**src/rtl/seg7_pkg.sv**
```systemverilog
// Shared 7-segment glyph table and decode helper for display driver and scan reader.
// Latency: n/a (constants, types and a pure function).
// Backpressure: n/a.
package seg7_pkg;

  // Segment order {a,b,c,d,e,f,g}, bit 6 = a, active-high.
  localparam logic [6:0] SEG7_0 = 7'h7E;
  localparam logic [6:0] SEG7_1 = 7'h30;
  localparam logic [6:0] SEG7_2 = 7'h6D;
  localparam logic [6:0] SEG7_3 = 7'h79;
  localparam logic [6:0] SEG7_4 = 7'h33;
  localparam logic [6:0] SEG7_5 = 7'h5B;
  localparam logic [6:0] SEG7_6 = 7'h5F;
  localparam logic [6:0] SEG7_7 = 7'h70;
  localparam logic [6:0] SEG7_8 = 7'h7F;
  localparam logic [6:0] SEG7_9 = 7'h7B;
  localparam logic [6:0] SEG7_A = 7'h77;
  localparam logic [6:0] SEG7_B = 7'h1F;
  localparam logic [6:0] SEG7_C = 7'h4E;
  localparam logic [6:0] SEG7_D = 7'h3D;
  localparam logic [6:0] SEG7_E = 7'h4F;
  localparam logic [6:0] SEG7_F = 7'h47;

  typedef enum logic [1:0] {
    ST_IDLE  = 2'd0,
    ST_TRACK = 2'd1,
    ST_HOLD  = 2'd2
  } scan_state_t;

  // Returns {err, value}; patterns outside the glyph table decode to 0 with err set.
  function automatic logic [4:0] seg7_to_hex(input logic [6:0] s);
    logic [4:0] r;
    case (s)
      SEG7_0:  r = {1'b0, 4'h0};
      SEG7_1:  r = {1'b0, 4'h1};
      SEG7_2:  r = {1'b0, 4'h2};
      SEG7_3:  r = {1'b0, 4'h3};
      SEG7_4:  r = {1'b0, 4'h4};
      SEG7_5:  r = {1'b0, 4'h5};
      SEG7_6:  r = {1'b0, 4'h6};
      SEG7_7:  r = {1'b0, 4'h7};
      SEG7_8:  r = {1'b0, 4'h8};
      SEG7_9:  r = {1'b0, 4'h9};
      SEG7_A:  r = {1'b0, 4'hA};
      SEG7_B:  r = {1'b0, 4'hB};
      SEG7_C:  r = {1'b0, 4'hC};
      SEG7_D:  r = {1'b0, 4'hD};
      SEG7_E:  r = {1'b0, 4'hE};
      SEG7_F:  r = {1'b0, 4'hF};
      default: r = {1'b1, 4'h0};
    endcase
    return r;
  endfunction

endpackage

```
**src/rtl/seg7_glyph_decode.sv**
```systemverilog
// Converts one active-high segment pattern to a hex nibble plus illegal-glyph flag.
// Latency: combinational.
// Backpressure: none; pure function of the input.
module seg7_glyph_decode
  import seg7_pkg::*;
(
  input  logic [6:0] seg,
  output logic [3:0] value,
  output logic       err
);

  // Single shared table lookup so driver and reader can never disagree.
  assign {err, value} = seg7_to_hex(seg);

endmodule

```
**src/rtl/seg7_scan_reader.sv**
```systemverilog
// Rebuilds a multi-digit hex frame from scanned 7-segment lines, capturing each digit once it is stable.
// Latency: pin change to capture STABLE_CYCLES+1 cycles; last capture to frame_valid 1 cycle.
// Backpressure: none; frame_valid is a one-cycle pulse and digits hold until the next frame.
module seg7_scan_reader
  import seg7_pkg::*;
#(
  parameter int NUM_DIGITS    = 4,
  parameter int STABLE_CYCLES = 8,
  parameter bit SEG_ACT_LOW   = 1'b0,
  parameter bit AN_ACT_LOW    = 1'b0
) (
  input  logic                    clk,
  input  logic                    reset,
  input  logic [6:0]              seg,
  input  logic [NUM_DIGITS-1:0]   an,
  output logic [4*NUM_DIGITS-1:0] digits,
  output logic [NUM_DIGITS-1:0]   digit_err,
  output logic                    frame_valid,
  output logic                    scan_err
);

  localparam int CW = $clog2(STABLE_CYCLES + 1);
  localparam logic [NUM_DIGITS-1:0] AN_ONE = NUM_DIGITS'(1);

  logic [NUM_DIGITS-1:0]   an_fix, an_q, an_p;
  logic [6:0]              seg_fix, seg_q, seg_p;
  scan_state_t             state;
  logic [CW-1:0]           cnt;
  logic [NUM_DIGITS-1:0]   mask;
  logic [4*NUM_DIGITS-1:0] stg_val;
  logic [NUM_DIGITS-1:0]   stg_err;
  logic [3:0]              dec_val;
  logic                    dec_err;
  logic                    same, an_oh, an_multi, capture, complete;

  assign an_fix  = AN_ACT_LOW  ? ~an  : an;
  assign seg_fix = SEG_ACT_LOW ? ~seg : seg;

  // Register the pins once, and keep the previous sample for the stability comparison.
  always_ff @(posedge clk) begin
    if (reset) begin
      an_q  <= '0;
      seg_q <= '0;
      an_p  <= '0;
      seg_p <= '0;
    end else begin
      an_q  <= an_fix;
      seg_q <= seg_fix;
      an_p  <= an_q;
      seg_p <= seg_q;
    end
  end

  seg7_glyph_decode u_dec (
    .seg   (seg_q),
    .value (dec_val),
    .err   (dec_err)
  );

  assign same     = (an_q == an_p) && (seg_q == seg_p);
  assign an_oh    = (an_q != '0) && ((an_q & (an_q - AN_ONE)) == '0);
  assign an_multi = (an_q != '0) && !an_oh;
  // Capture on the cycle the identical-sample run reaches STABLE_CYCLES.
  assign capture  = (state == ST_TRACK) && same && (cnt == CW'(STABLE_CYCLES - 1));
  assign complete = &mask;

  // Scan FSM, stability counter, staging slots and frame publication.
  always_ff @(posedge clk) begin
    if (reset) begin
      state       <= ST_IDLE;
      cnt         <= '0;
      mask        <= '0;
      stg_val     <= '0;
      stg_err     <= '0;
      digits      <= '0;
      digit_err   <= '0;
      frame_valid <= 1'b0;
      scan_err    <= 1'b0;
    end else begin
      if (an_multi) scan_err <= 1'b1;

      case (state)
        ST_IDLE: begin
          if (an_oh) begin
            state <= ST_TRACK;
            cnt   <= CW'(1);
          end
        end
        ST_TRACK: begin
          if (same) begin
            if (cnt == CW'(STABLE_CYCLES - 1)) state <= ST_HOLD;
            if (cnt != CW'(STABLE_CYCLES)) cnt <= cnt + CW'(1);
          end else if (an_oh) begin
            cnt <= CW'(1);
          end else begin
            state <= ST_IDLE;
          end
        end
        ST_HOLD: begin
          if (!same) begin
            if (an_oh) begin
              state <= ST_TRACK;
              cnt   <= CW'(1);
            end else begin
              state <= ST_IDLE;
            end
          end
        end
        default: state <= ST_IDLE;
      endcase

      // Latest capture wins within a frame; a capture on the completion cycle starts the next frame.
      for (int k = 0; k < NUM_DIGITS; k++) begin
        if (capture && an_q[k]) begin
          stg_val[4*k +: 4] <= dec_val;
          stg_err[k]        <= dec_err;
        end
      end
      mask <= (complete ? '0 : mask) | (capture ? an_q : '0);

      frame_valid <= complete;
      if (complete) begin
        digits    <= stg_val;
        digit_err <= stg_err;
      end
    end
  end

endmodule

```
**config.mk**
```make
export PLATFORM = sky130hd
export DESIGN_NAME = seg7_scan_reader
export DESIGN_NICKNAME = d
export VERILOG_FILES = /design/src/rtl/seg7_pkg.sv /design/src/rtl/seg7_glyph_decode.sv /design/src/rtl/seg7_scan_reader.sv
export SDC_FILE = /design/constraint.sdc
export NUM_CORES = 1
export LEC_CHECK = 0
export ABC_AREA = 1
export BUFFER_PORTS_ARGS = -buffer_cell sky130_fd_sc_hd__buf_4
export CAP_MARGIN = 20
export CORE_MARGIN = 1
export CORE_UTILIZATION = 55
export CTS_BUF_LIST = sky130_fd_sc_hd__clkbuf_8 sky130_fd_sc_hd__clkbuf_16
export CTS_CLUSTER_DIAMETER = 200
export DETAILED_ROUTE_END_ITERATION = 12
export GPL_TIMING_DRIVEN = 0
export PLACE_DENSITY_LB_ADDON = 0.12
export SLEW_MARGIN = 20
export SYNTH_ARGS = -nofsm -noshare
export SYNTH_HDL_FRONTEND = slang
export SYNTH_SLANG_ARGS = --single-unit
```
**constraint.sdc**
```tcl
create_clock -name clk -period 3.1 [get_ports clk]
set_input_delay 0.155 -clock clk [delete_from_list [all_inputs] [get_ports clk]]
set_output_delay 0.155 -clock clk [all_outputs]
set_load 0.02 [all_outputs]
```
==> results.ini, run 1 <==
[cells_and_area]
drive_above_1_share_pct = 15.7
area_growth_syn_to_layout_pct = 16.9
antenna_cells = 0
layout.nets = 513

[timing]
final-hold-violation-count = 0
slew_headroom_pct = 52.1
worst_pin_slew_ps = 719
fmax_ghz = 0.517
period_needed_ps = 1930
setup_tns_ps = 0
finalClockSkew_ps = 9.82
min_period_over_period_pct = 62.4
rsz0062_at_grt = false
setup_viol = 0
drv_slew = 0

[placed_design]
hpwl_mm = 5.06
portBuffers = 33
place_congestion = 1.02

[synthesis]
synth_area_um2 = 3260
synth-main-ff-cell = dfxtp_1
synth_edf_count = 0
netlist_top_cells_area = dfxtp_1 (45%), nor2_1 (11%), nand2_1 (11%), inv_1 (4.6%), o21ai_0 (4.6%)
syn_nets = 467
seq_area_frac_synth_pct = 45.4
synth.avg_cell_area_um2 = 7.22
synth.top_cells.by_count = nor2_1 (100), nand2_1 (97), dfxtp_1 (74)
synth_cells = 452
ys_types = 27
ys_ff_latch = 74
synth_top_area_cell = dfxtp_1
synth_top_area_share_pct = 45.4
yosys_warnings = 0
yosysMostFrequentCell = nor2_1
async_flop_share_pct = 0

[grt]
grt_pass1_wl_mm = 12.1
grt_max_degree = 14
grt_pass1_vias = 2812
grt.overflow.total = 0
antenna_found_initial = 0
track_usage_pct = 25.2

[detailed_routing]
drtIter0Drc = 164
antenna_left = 0
post_drt_wl_per_cell_um = 12.3
routed_wl_mm = 7.10
drt_pre_antenna_iters = 7
viasPerCell = 5.13
vias = 2951
drc = 0

[die]
die_x_um = 79.0
start_util_pct = 58.2
dieArea_um2 = 6250
dieHeight_um = 79.0
io_pins = 35
rows = 27
core_um2 = 5610

[power]
vdd_drop_max_mv = 0.425
power.share.combinational_pct = 7.6
pwr-share-clk_pct = 39.6
fin_total_pwr_w = 0.00187
power_density_nw_per_um2 = 489
leakage_nw = 1.68
seqPwrFrac_pct = 52.9
p_int_w = 0.00139
power.share.switching_pct = 25.8
power.switching_w = 0.000481

[worst_setup_path]
slowest_stage = dfxtp_1
critical-path-top-delay-family = simple AND/OR/NAND/NOR gates
crit_buf_inv = 1
crit_path_frequent_cell = nand2_1
crit_required_ps = 3340
path_class = flop to flop
critPathLaunchType = flop
max_stage_delay_ps = 480
regToRegSetupSlack_ps = 1170
rr_startpoint = seg_q[0]$_SDFF_PP0_
end_kind = flop
cp.arrival_ps = 2180
regToRegEndpoint = cnt[3]$_SDFFE_PP0P_
worstRegToRegCells = 11
crit_chain = inv_2 > nand2_1 > nand2_1 > nor2_1 > nand2_1 > nor2_2 > nand3_1 > nand2_1 > nand2_1 > o21ai_0 > nor2_1
critPathMaxFanout = 7

[clock_network]
tritoncts = built
htreeDepth = 3
clk_path_buf_depth = 2
cts_setup_buffers = 0
cts.sink_count = 74
cts_root_buffer = clkbuf_8
clkLatencyLatePin_ps = 350
cts.clk_slew.worst_paths_ps = 80
cts_inserted_buffers = 9

[worst_hold_path]
holdPathStages = 3
min_from = an[0]
min_path_type = input port to flop
min_to = an_q[0]$_SDFF_PP0_

[flow_run]
drv_cap = 0

[outcome]
status = completed

routing by layer:
layer / vias to the layer above / global-route usage (%) / wire, um
li1: 1523 / - / -
met1: 1332 / 31.3 / 3320
met2: 84 / 41.6 / 3310
met3: 12 / 6.09 / 352
met4: 0 / 10.4 / 113
met5: - / 0 / 0
stage by stage:
step	hold WS, ps	instances	cell area (um^2)	setup slack (ps)	util (%)
2_1_floorplan	262	452	3260	1540	-
3_3_place_gp	355	557	3600	1290	64.2
3_5_place_dp	361	557	3600	1180	64.2
4_1_cts	1.02	573	3800	1160	67.7
6_report	5.25	575	3820	1170	68.1
5_1_grt	15.2	575	3820	923	68.1
cell families (layout without fill, tap and decap cells):
family	count (synthesis)	in the layout	synth area share, %
buffers and inverters	62	113	7.74
adder cells (fa/ha/maj)	2	2	0.766
AO/OA/AOI/OAI	58	58	10.5
flip-flops	74	74	45.4
AND/OR/NAND/NOR	249	249	33.7
XOR/XNOR	7	7	1.88
worst reg2reg max path, cell delays in order (launching register included):
cell	delay, ps
dfxtp_1	480
inv_2	120
nand2_1	80
nand2_1	50
nor2_1	120
nand2_1	90
nor2_2	230
nand3_1	150
nand2_1	110
nand2_1	140
o21ai_0	200
nor2_1	70
placed cells by master, fill, tap and decap left out, types with 3 or more instances in the layout:
master,count
a21oi_2,12
clkinv_4,6
o21ai_0,30
nor4_1,3
nand3_1,25
dfxtp_1,74
a21oi_1,9
clkbuf_1,13
nand3_4,5
nor2_1,100
nand2_1,97
clkbuf_8,9
xnor2_1,5
nand4_1,6
inv_2,5
nor3_1,7
o21ai_1,4
buf_4,33
inv_1,41
state kept, by name (all words and copies together) (netlist names), 2 cells and up:
name and count:
an_p 4, an_q 4, cnt 4, digit_err 4, digits 16, mask 4, seg_p 7, seg_q 7
state 2, stg_err 4, stg_val 16
power by group through the flow:
stage	logic, W	registers (W)	clock network (W)
floorplan	0.0000991	0.00101	0
global placement	0.000133	0.00101	0
detailed placement	0.000137	0.00101	0
CTS	0.000139	0.000987	0.000745
global route	0.000159	0.000990	0.000801
finish	0.000141	0.000987	0.000739
repair_timing:
action | in CTS | in global routing
hold buffers | 0 | 2
gates resized for setup | 0 | 0
endpoints found under the hold margin | 0 | 2
layout make-up:
class / instances / area, um^2
inverters: 49 / 204
multi-input cells: 316 / 1530
well taps: 72 / 90.1
clock buffers: 9 / 124
fillers: 512 / 1790
plain buffers: 13 / 48.8
repair buffers: 35 / 268
flip-flops and latches: 74 / 1480
clock inverters: 7 / 71.3
how the worst max path moves through the flow:
stage	start	end	depth (start not counted)
after floorplan	an_q[2]$_SDFF_PP0_	stg_val[11]$_SDFFE_PP0P_	8
after global placement	an_q[2]$_SDFF_PP0_	stg_val[15]$_SDFFE_PP0P_	8
after detailed placement	seg_q[0]$_SDFF_PP0_	cnt[3]$_SDFFE_PP0P_	11
after CTS	seg_q[0]$_SDFF_PP0_	cnt[3]$_SDFFE_PP0P_	11
after global routing	seg_q[0]$_SDFF_PP0_	cnt[3]$_SDFFE_PP0P_	11
final	seg_q[0]$_SDFF_PP0_	cnt[3]$_SDFFE_PP0P_	11
Power figures use the tool's default switching activity.
==> run 2: changes to the inputs <==
CORE_UTILIZATION = 52   (was 55)
clock period = 1.75 ns   (was 3.1 ns; I/O delays follow)
==> run 2 against run 1 <==
  * Register-to-register slack got worse by 1000 ps
  * Utilization increased by 0.12 points
  * First-iteration DRC count increased by 1.2%
  * Die area increased by 5.6%
  * Critical path depth unchanged
  * Cell count increased by 3.7%
  * Wire length decreased by 0.92%
  * Clock power increased by 81%
  * Final area increased by 7.0%
==> results.ini, run 2 (synthesis gave the netlist of run 1 again) <==
[worst_setup_path]
end_kind = flop  ; unchanged
regToRegSetupSlack_ps = 120  ; was 1170 ps
worstRegToRegCells = 11  ; unchanged
rr_startpoint = seg_q[5]$_SDFF_PP0_  ; was seg_q[0]$_SDFF_PP0_
path_class = flop to flop  ; unchanged
cp.arrival_ps = 1910  ; was 2180 ps
cp-startpoint = seg_q[5]$_SDFF_PP0_  ; was seg_q[0]$_SDFF_PP0_
crit_buf_inv = 2  ; was 1
critPathMaxFanout = 7  ; unchanged
critical-path-top-delay-family = simple AND/OR/NAND/NOR gates  ; unchanged
crit_path_frequent_cell = nand2_1  ; unchanged
critPathLaunchType = flop  ; unchanged
max_stage_delay_ps = 380  ; was 480 ps
regToRegEndpoint = stg_val[5]$_SDFFE_PP0P_  ; was cnt[3]$_SDFFE_PP0P_
crit_chain = inv_4 > nand2_1 > nand2_1 > nand2_1 > nor2_4 > nand3_4 > nor2_8 > nand3_4 > clkinv_4 > nand2_1 > a21oi_2  ; was inv_2 > nand2_1 > nand2_1 > nor2_1 > nand2_1 > nor2_2 > nand3_1 > nand2_1 > nand2_1 > o21ai_0 > nor2_1
crit_required_ps = 2030  ; was 3340 ps
slowest_stage = dfxtp_4  ; was dfxtp_1

[cells_and_area]
layout.nets = 531  ; was 513
antenna_cells = 0  ; unchanged
largestRegisters = digits: 16 flops, stg_val: 16 flops  ; unchanged
layout_commonest_cell = nor2_1  ; unchanged
drive_above_1_share_pct = 22.1  ; was 15.7%
area_growth_syn_to_layout_pct = 25.1  ; was 16.9%
final_cells = 596  ; was 575
mostFrequentLayoutCells = nor2_1 (98), nand2_1 (90), dfxtp_1 (63), buf_4 (42), inv_1 (38)  ; was nor2_1 (100), nand2_1 (97), dfxtp_1 (74), inv_1 (41), buf_4 (33)

[grt]
grt_pass1_wl_mm = 11.7  ; was 12.1 mm
grt_max_degree = 15  ; was 14
track_usage_pct = 23.5  ; was 25.2%
grt.overflow.total = 0  ; unchanged
grt_pass1_vias = 2615  ; was 2812
antenna_found_initial = 0  ; unchanged

[clock_network]
clkLatencyLatePin_ps = 350  ; about the same
cts_inserted_buffers = 9  ; unchanged
clk_path_buf_depth = 2  ; unchanged
htreeDepth = 3  ; unchanged
cts.clk_slew.worst_paths_ps = 80  ; about the same
tritoncts = built  ; unchanged
cts_root_buffer = clkbuf_8  ; unchanged
cts.sink_count = 74  ; unchanged

[placed_design]
dp_cells = 560  ; was 557
portBuffers = 33  ; unchanged
place_congestion = 0.952  ; was 1.02
hpwl_mm = 4.82  ; was 5.06 mm

[worst_hold_path]
min_path_type = input port to flop  ; unchanged
min_from = reset  ; was an[0]
min_to = stg_val[12]$_SDFFE_PP0P_  ; was an_q[0]$_SDFF_PP0_
holdPathStages = 2  ; was 3

[detailed_routing]
post_drt_wl_per_cell_um = 11.8  ; was 12.3 um
drtIter0Drc = 166  ; was 164
drt_pre_antenna_iters = 5  ; was 7
routed_wl_mm = 7.03  ; was 7.10 mm
antenna_left = 0  ; unchanged
vias = 2991  ; was 2951
drc = 0  ; unchanged
viasPerCell = 5.02  ; was 5.13

[timing]
period_needed_ps = 1630  ; was 1930 ps
hold_slack_ps = 165  ; was 5.25 ps
finalClockSkew_ps = 8.63  ; was 9.82 ps
min_period_over_period_pct = 93.2  ; was 62.4%
setup_viol = 0  ; unchanged
worst_pin_slew_ps = 730  ; was 719 ps
slew_headroom_pct = 51.4  ; was 52.1%
final-hold-violation-count = 0  ; unchanged
fmax_ghz = 0.613  ; was 0.517 GHz
drv_slew = 0  ; unchanged

[die]
die_x_um = 81.2  ; was 79.0 um
core_um2 = 5990  ; was 5610 um^2
dieArea_um2 = 6600  ; was 6250 um^2
rows = 28  ; was 27
dieHeight_um = 81.2  ; was 79.0 um
start_util_pct = 54.5  ; was 58.2%
io_pins = 35  ; unchanged

[outcome]
status = completed  ; unchanged

[power]
leakage_nw = 1.78  ; was 1.68 nW
power_density_nw_per_um2 = 830  ; was 489 nW/um^2
vdd_drop_max_mv = 0.555  ; was 0.425 mV

[flow_run]
drv_cap = 0  ; unchanged

==> run 2: worst max path at each step <==
stage / endpoint / cells past startpoint / slack, ps
floorplan: stg_val[11]$_SDFFE_PP0P_ / 8 / 190
global placement: cnt[0]$_SDFFE_PP0P_ / 13 / -120
detailed placement: cnt[2]$_SDFFE_PP0P_ / 11 / -140
CTS: cnt[2]$_SDFFE_PP0P_ / 11 / 3
global route: stg_val[5]$_SDFFE_PP0P_ / 8 / -20
finish: stg_val[5]$_SDFFE_PP0P_ / 11 / 120
==> run 2: layer usage <==
layer | vias up | global-route usage [%] | wire length [um]
li1 | 1560 | - | -
met1 | 1332 | 28.5 | 3230
met2 | 83 | 39.2 | 3310
met3 | 16 | 4.49 | 325
met4 | 0 | 12.5 | 164
met5 | - | 0 | 0
==> run 2: stage by stage <==
step	setup WS (ps)	cell area [um^2]	power [W]	setup TNS [ps]	utilization [%]
after detailed placement	-138	3610	0.00203	-1930	60.2
final	119	4090	0.00339	0	68.2
after global routing	-17.4	4090	0.00354	-21.8	68.2
after floorplan	187	3260	0.00196	0	-
after global placement	-123	3610	0.00202	-1160	60.2
after CTS	2.72	3960	0.00339	0	66.1
==> run 2: final cells by class <==
cell class	count	area (um^2)
inverters	49	214
clock inverters	7	77.6
plain buffers	13	48.8
fillers	534	1910
multi-input cells	316	1590
flip-flops and latches	74	1510
repair buffers	53	425
well taps	75	93.8
clock buffers	9	124
==> run 2: timing repair <==
item	CTS	global route
pin swaps	5	9
setup endpoints to repair	24	25
buffers inserted	4	5
endpoints found under the hold margin	11	0
resized for setup	4	38
hold buffers	11	0
==> run 2: report_power, final <==
part | internal [W] | switching, W
registers | 0.00171 | 0.0000365
logic | 0.000121 | 0.000180
clock network | 0.000670 | 0.000672
